### src/rtl/stopwatch_pkg.sv
// Shared definitions for the stopwatch control slice.
// Contents: FSM state encoding and the default timing constants used by
// top-level instantiations (12 MHz clock, 100 Hz count tick).
package stopwatch_pkg;

    typedef enum logic [1:0] {
        IDLE  = 2'd0,
        RUN   = 2'd1,
        PAUSE = 2'd2
    } sw_state_t;

    localparam int unsigned TICK_DIV_DEFAULT        = 120000;
    localparam int unsigned DEBOUNCE_CYCLES_DEFAULT = 12000;
    localparam int unsigned LAP_HOLD_DEFAULT        = 200;

endpackage

### src/rtl/btn_debounce.sv
// Button conditioner: 2-FF synchroniser followed by a debounce counter.
// Ports:
//   CLK   - clock
//   RST   - synchronous reset, active-high
//   raw   - raw button input, asynchronous to CLK
//   level - debounced button level
//   press - 1-cycle pulse when the debounced level rises (releases give nothing)
module btn_debounce
    import stopwatch_pkg::*;
#(
    parameter int unsigned DEBOUNCE_CYCLES = DEBOUNCE_CYCLES_DEFAULT
) (
    input  logic CLK,
    input  logic RST,
    input  logic raw,
    output logic level,
    output logic press
);

    localparam int unsigned CW = $clog2(DEBOUNCE_CYCLES + 1);

    logic          sync1;
    logic          sync2;
    logic [CW-1:0] cnt;

    // cnt counts consecutive cycles where the synchronised input disagrees
    // with the debounced level; any agreement cycle restarts it.
    always_ff @(posedge CLK) begin
        if (RST) begin
            sync1 <= 1'b0;
            sync2 <= 1'b0;
            level <= 1'b0;
            press <= 1'b0;
            cnt   <= '0;
        end else begin
            sync1 <= raw;
            sync2 <= sync1;
            press <= 1'b0;
            if (sync2 != level) begin
                if (cnt == CW'(DEBOUNCE_CYCLES - 1)) begin
                    level <= sync2;
                    press <= sync2;
                    cnt   <= '0;
                end else begin
                    cnt <= cnt + CW'(1);
                end
            end else begin
                cnt <= '0;
            end
        end
    end

endmodule

### src/rtl/stopwatch_ctrl.sv
// Stopwatch control sequencer: debounces the four buttons, runs the
// IDLE/RUN/PAUSE FSM, divides CLK down to the count tick and times the
// lap-display hold. Owns no digit data.
// Ports:
//   CLK, RST                      - clock, synchronous active-high reset
//   btn_start/lap/stop/clear      - raw active-high buttons
//   cnt_en   - 1-cycle strobe: advance the BCD count
//   cnt_clr  - 1-cycle strobe: zero the count
//   lap_load - 1-cycle strobe: copy live count into the lap register
//   lap_show - level: display the lap register
//   running  - level: FSM is in RUN
module stopwatch_ctrl
    import stopwatch_pkg::*;
#(
    parameter int unsigned TICK_DIV        = TICK_DIV_DEFAULT,
    parameter int unsigned DEBOUNCE_CYCLES = DEBOUNCE_CYCLES_DEFAULT,
    parameter int unsigned LAP_HOLD        = LAP_HOLD_DEFAULT
) (
    input  logic CLK,
    input  logic RST,
    input  logic btn_start,
    input  logic btn_lap,
    input  logic btn_stop,
    input  logic btn_clear,
    output logic cnt_en,
    output logic cnt_clr,
    output logic lap_load,
    output logic lap_show,
    output logic running
);

    localparam int unsigned DW = $clog2(TICK_DIV);

    // bit order: 0 start, 1 lap, 2 stop, 3 clear
    logic [3:0] raw_btn;
    logic [3:0] press;

    assign raw_btn = {btn_clear, btn_stop, btn_lap, btn_start};

    for (genvar i = 0; i < 4; i++) begin : g_btn
        btn_debounce #(
            .DEBOUNCE_CYCLES(DEBOUNCE_CYCLES)
        ) u_db (
            .CLK  (CLK),
            .RST  (RST),
            .raw  (raw_btn[i]),
            .level(),
            .press(press[i])
        );
    end

    // Same-cycle priority: clear > stop > start > lap.
    logic ev_clear, ev_stop, ev_start, ev_lap;

    always_comb begin
        ev_clear = press[3];
        ev_stop  = press[2] & ~press[3];
        ev_start = press[0] & ~press[2] & ~press[3];
        ev_lap   = press[1] & ~press[0] & ~press[2] & ~press[3];
    end

    sw_state_t       state, state_n;
    logic [DW-1:0]   div, div_n;
    logic [7:0]      hold, hold_n;
    logic            en_n, clr_n, ld_n;

    always_ff @(posedge CLK) begin
        if (RST) begin
            state    <= IDLE;
            div      <= '0;
            hold     <= '0;
            cnt_en   <= 1'b0;
            cnt_clr  <= 1'b0;
            lap_load <= 1'b0;
            lap_show <= 1'b0;
            running  <= 1'b0;
        end else begin
            state    <= state_n;
            div      <= div_n;
            hold     <= hold_n;
            cnt_en   <= en_n;
            cnt_clr  <= clr_n;
            lap_load <= ld_n;
            lap_show <= (hold_n != '0);
            running  <= (state_n == RUN);
        end
    end

    // Divider and hold counter advance first; button events then override,
    // so a clear wins over a coincident tick and a lap load over a decrement.
    always_comb begin
        state_n = state;
        div_n   = div;
        hold_n  = hold;
        en_n    = 1'b0;
        clr_n   = 1'b0;
        ld_n    = 1'b0;

        if (state == RUN) begin
            if (div == DW'(TICK_DIV - 1)) begin
                div_n = '0;
                en_n  = 1'b1;
            end else begin
                div_n = div + DW'(1);
            end
        end

        if (cnt_en && (hold != '0)) begin
            hold_n = hold - 8'd1;
        end

        if (ev_clear) begin
            state_n = IDLE;
            div_n   = '0;
            hold_n  = '0;
            en_n    = 1'b0;
            clr_n   = 1'b1;
        end else if (ev_stop) begin
            hold_n = '0;
            if (state == RUN) begin
                state_n = PAUSE;
            end
        end else if (ev_start) begin
            unique case (state)
                IDLE: begin
                    state_n = RUN;
                    div_n   = '0;
                end
                PAUSE:   state_n = RUN;
                default: state_n = state;
            endcase
        end else if (ev_lap && (state == RUN)) begin
            hold_n = 8'(LAP_HOLD);
            ld_n   = 1'b1;
        end
    end

endmodule

### config.mk
export PLATFORM = sky130hd
export DESIGN_NAME = stopwatch_ctrl
export DESIGN_NICKNAME = d
export VERILOG_FILES = /design/src/rtl/stopwatch_pkg.sv /design/src/rtl/btn_debounce.sv /design/src/rtl/stopwatch_ctrl.sv
export SDC_FILE = /design/constraint.sdc
export NUM_CORES = 1
export LEC_CHECK = 0
export CAP_MARGIN = 20
export CELL_PAD_IN_SITES_DETAIL_PLACEMENT = 1
export CELL_PAD_IN_SITES_GLOBAL_PLACEMENT = 1
export CORE_MARGIN = 8
export CORE_UTILIZATION = 30
export DETAILED_ROUTE_END_ITERATION = 12
export GPL_TIMING_DRIVEN = 0
export PLACE_DENSITY_LB_ADDON = 0.1
export SETUP_SLACK_MARGIN = 0.15
export SLEW_MARGIN = 20
export SYNTH_ARGS = -nofsm -noshare
export SYNTH_HDL_FRONTEND = slang
export SYNTH_SLANG_ARGS = --single-unit
### constraint.sdc
create_clock -name CLK -period 2.08 [get_ports CLK]
set_input_delay 0.208 -clock CLK [delete_from_list [all_inputs] [get_ports CLK]]
set_output_delay 0.208 -clock CLK [all_outputs]
set_load 0.005 [all_outputs]
# After elaboration in Yosys (flattened, before gate mapping)
# Index checks and enable logic that the tools add are counted.
# op_classes
multipliers	0
add_sub_neg	6
div	0
n_reduce_logical	21
bitwise	18
eq_ne	12
magnitude_cmp	0
mux	18
shifts	0
# op_table
cell	count
$mux W17	5
$add A14 B1 Y14 const B	4
$eq A14 B14 Y1 const B	4
$mux W8	5
$reduce_or A3 Y1	9
$add A17 B1 Y17 const B	1
$eq A17 B17 Y1 const B	1
$reduce_bool A8 Y1	2
$not A1 Y1	12
$mux W2	5
$reduce_and A2 Y1	4
$sub A8 B1 Y8 const B	1
$and A1 B1 Y1	6
$eq A2 B1 Y1 const B	2
$ne A1 B1 Y1	4
$reduce_or A2 Y1	2
$reduce_or A4 Y1	1
$mux W1	3
$eq A2 B2 Y1 const B	1
$logic_and A1 B1 Y1	2
$logic_not A2 Y1	1
# totals
word_cells	103
ff_bits	104
in_bits	6
mem_count	0
ramBits	0
latch_bits	0
rom_bits	0

# Logic depth before layout (Yosys ltp)
# depth
depth_word	10
mapped_depth	8
mapped_depth_nobuf	7

# Hierarchy
# Synthesis repeated with hierarchy kept, for this count alone.
# unflattened
hier_cells	473
area_unflattened_um2	4481.8
# modules_own_cells
mod	seq_area_each_um2	cells_each	area_each_um2	instances
btn_debounce	360.3	76	745.7	4
stopwatch_ctrl	640.6	169	1498.9	1

# Worst setup path before layout
# OpenSTA, ideal clock, no wires.
# synth_timing
path_type	reg2reg
startpoint	register hold[0]
endpoint	register lap_show
required_time_ns	1.944
arrival_ns	1.977
synth_period_minus_slack_ns	2.112
path_stages_with_launch	8
setup_ns	0.136
slack_ns	-0.032
cell_sequence	dfxtp_1 inv_1 ha_1 nor3b_1 a2111oi_0 xor2_1 a2111oi_2 a41oi_2
# synth_between
elab_chain_len	8
elab_cells_between_ends	9
classes_between	add/sub: 1; mux: 5; reduce/logical: 3
# synth_lines
item	line	text
start, declared	stopwatch_ctrl.sv:64	logic [7:0] hold, hold_n;
start signal, assigned	stopwatch_ctrl.sv:80	hold <= hold_n;
branches (longest 2 deep; another with $sub A8 B1 Y8)	-	
$mux W8 (*)	stopwatch_ctrl.sv:108	if (cnt_en && (hold != '0)) begin
$mux W8	stopwatch_ctrl.sv:132	end else if (ev_lap && (state == RUN)) begin
$mux W8 (*)	stopwatch_ctrl.sv:123	end else if (ev_start) begin
$mux W8 (*)	stopwatch_ctrl.sv:118	end else if (ev_stop) begin
$mux W8 (*)	stopwatch_ctrl.sv:112	if (ev_clear) begin
$reduce_bool A8 Y1 (*)	stopwatch_ctrl.sv:84	lap_show <= (hold_n != '0);
end signal, assigned	stopwatch_ctrl.sv:84	
end, declared	stopwatch_ctrl.sv:28	output logic lap_show,
# Mark *: on every way between the ends.
# A chain may end at the register's enable or synchronous reset.

# Worst setup path after layout
# layout_timing
startpoint	register hold[5]
endpoint	register lap_show
# The elaborated chain is that of the path after synthesis.

==> results.yml <==
worst_setup_path:
  critPathMaxFanout: 6
  cp-start-kind: "flop"
  reg2reg_slack_ps: 50
  crit_path_end: "lap_show"
  worst_setup_path_end_kind: "flop"
  cp.arrival_ps: 2270
  worstReg2RegStart: "hold[5]"
  worst-r2r-cell-count: 6
  rr_endpoint: "lap_show"
  crit_start: "hold[5]"
  crit_required_ps: 2310
  crit_type: "reg2reg"
synthesis:
  synth_cell_type_count: 53
  synthMuxAreaShare: 0.0111
  synth_fa_ha_area_frac: 0.0194
  yosys_warnings: 0
  synth_seq_cells: 104
  synthCells: 498
  avgSynthCellArea_um2: 9.06
  async_reset_ff_frac: 0
  syn_nets: 511
  synth-simple-area-share: 0.296
  synthXorXnorAreaFrac: 0.136
  synth_compound_area_frac: 0.0472
  synth_top_family_by_area: "simple AND/OR/NAND/NOR gates"
  synth_area_um2: 4510
  seq_area_frac_synth: 0.462
  synth_edf_count: 0
  ys.flop_type: "dfxtp_1"
finish:
  fin_nets: 539
  fillCellCount: 1748
  fin_cells: 718
  multi_input_area_um2: 2430
  final_cell_area_um2: 5350
  final_cell_mix: "98 x dfxtp_1, 96 x nor2_1, 38 x xor2_1, 36 x nand2_1, 32 x xnor2_1"
  areaGrowthSynthToFinish_pct: 18.7
  seqCellArea_um2: 2100
  n_antenna_cell: 0
  final_layout_size_suffix_gt1_frac: 0.134
  layout_commonest_cell: "dfxtp_1"
die:
  start_util: 0.302
  chipHeight_um: 139
  die_x_um: 139
  core_area_um2: 14900
  pin_count: 11
  rows: 45
  die-area_um2: 19200
grt:
  grt-ovfl-total: 0
  grt_max_degree: 18
  grt_pass1_wl_mm: 16.9
  grt_pass1_vias: 3553
  antenna_found_initial: 0
  grt_use_total: 0.106
power:
  power_leakage_nw: 1.83
  ir_drop_mv: 0.434
  p_per_area_nw_per_um2: 706
routing:
  drc: 0
  ant_nets: 0
  avgViaCountPerCell: 4.75
  drt_iter0_markers: 68
  post_drt_wl_per_cell_um: 13.6
  route.final.wire_length_mm: 9.80
  routed-via-count: 3411
  drt-pass1-iter-count: 4
clock_network:
  h-tree-depth: 3
  root_buffer: "clkbuf_16"
  hold_buffers: 0
  path_clk_slew_ps: 70
  clk_latency_ps: 360
  clk_path_buf_depth: 2
  cts-buffers-inserted: 9
  cts_tree: "done"
  cts_sinks: 104
timing:
  slew_violations: 0
  hold_ws_ps: 402
  rsz0062_at_grt: "true"
  finalHoldViolations: 0
  post-route-period-util: 0.978
  worst_slew_pin_slew_ps: 694
  tns_ps: 0
  fmax_mhz: 491
  setup_violations: 0
  fin_worst_skew_ps: 10.2
  slew_headroom: 0.533
  min_period_ps: 2030
place:
  dp_hpwl_mm: 6.92
  dpl-instance-area_um2: 4870
  dp_cells: 696
  gp_congestion: 0.737
  port_buffers: 10
run:
  max-cap-violations: 0
hold_path:
  hold_class: "in2reg"
outcome:
  outcome: "finished, final reports clean"
what timing repair did:
action / 4_1_cts / 5_1_grt
resized for setup: 29 / 11
pin swaps: 9 / 4
setup endpoints to repair: 46 / 43
setup buffers: 5 / 2
endpoints found under the hold margin: 0 / 0
report_power, final:
group | internal (mW) | switching, mW
Sequential | 2.00 | 0.00575
Clock | 0.933 | 0.786
Combinational | 0.0273 | 0.0347
cells in the mapped netlist (2+ instances only):
cell type / instances / share of area
dfxtp_1: 104 / 0.46
nor2_1: 96 / 0.080
xor2_1: 38 / 0.074
nand2_1: 36 / 0.030
xnor2_1: 32 / 0.062
nand3_1: 30 / 0.033
nor3_1: 16 / 0.018
nor2b_1: 13 / 0.018
nand4_1: 12 / 0.017
and3_1: 11 / 0.015
inv_1: 11 / 0.0092
clkbuf_1: 8 / 0.0067
nor4_1: 8 / 0.011
and4_1: 7 / 0.014
ha_1: 7 / 0.019
a21oi_1: 5 / 0.0055
mux2i_1: 5 / 0.011
nor3b_1: 5 / 0.0083
nor4b_1: 4 / 0.0078
and2_1: 3 / 0.0042
nand2b_1: 3 / 0.0042
or4_1: 3 / 0.0050
a211o_2: 2 / 0.0044
a31oi_1: 2 / 0.0028
and2b_2: 2 / 0.0039
buf_6: 2 / 0.0050
clkbuf_8: 2 / 0.0061
nand3b_1: 2 / 0.0033
o211ai_1: 2 / 0.0033
o21ai_0: 2 / 0.0022
or2_2: 2 / 0.0028
or3_1: 2 / 0.0028
critical path, stage by stage (launching register included):
cell,delay (ps)
dfxtp_2,340
or4_4,530
buf_6,150
o311ai_4,240
nand3_2,140
a2111oi_4,380
a41oi_2,130
registers in the layout (all words and copies together) (netlist names):
signal / flops
running: 1
div: 17
g_btn.u_db.sync1: 4
g_btn.u_db.level: 4
g_btn.u_db.cnt: 56
g_btn.u_db.sync2: 4
hold: 8
lap_load: 1
state: 2
g_btn.u_db.press: 4
cnt_en: 1
cnt_clr: 1
lap_show: 1
area by class of cell:
class,count,area share
Buffer,13,0.0199
Clock buffer,9,0.0421
Clock inverter,6,0.0126
Inverter,11,0.00818
Multi-Input combinational cell,370,0.453
Sequential cell,104,0.392
Tap cell,188,0.0439
Timing Repair Buffer,17,0.0285
layer usage:
layer	global-route usage	up-vias	wire (um)
met5	0	-	0
met2	0.172	22	4630
met4	0.0390	0	150
met3	0.0377	9	328
met1	0.126	1641	4690
li1	-	1739	-
stage by stage:
| step | utilization | total power, mW | setup slack (ps) |
|---|---|---|---|
| floorplan | - | 2.08 | 151 |
| global placement | 0.326 | 2.11 | -312 |
| detailed placement | 0.326 | 2.11 | -353 |
| CTS | 0.355 | 3.88 | 49.3 |
| global route | 0.359 | 3.96 | -49.2 |
| finish | 0.359 | 3.78 | 45.1 |
how the worst min path moves through the flow:
stage                   startpoint             endpoint  slack (ps)  cells after the start
6_report                  btn_stop  g_btn[2].u_db.sync1         400                      2
5_1_grt                   btn_stop  g_btn[2].u_db.sync1         390                      2
2_1_floorplan            btn_start  g_btn[0].u_db.sync1         340                      1
3_3_place_gp   g_btn[3].u_db.sync1  g_btn[3].u_db.sync2         420                      1
3_5_place_dp   g_btn[3].u_db.sync1  g_btn[3].u_db.sync2         430                      1
4_1_cts                  btn_start  g_btn[0].u_db.sync1         390                      2
cell families after synthesis:
family	after synthesis
buffers and inverters	24
AO/OA/AOI/OAI	24
adder cells (fa/ha/maj)	7
multiplexers	5
AND/OR/NAND/NOR	264
flip-flops	104
XOR/XNOR	70
Note: power is estimated with default switching activity, not from simulation.
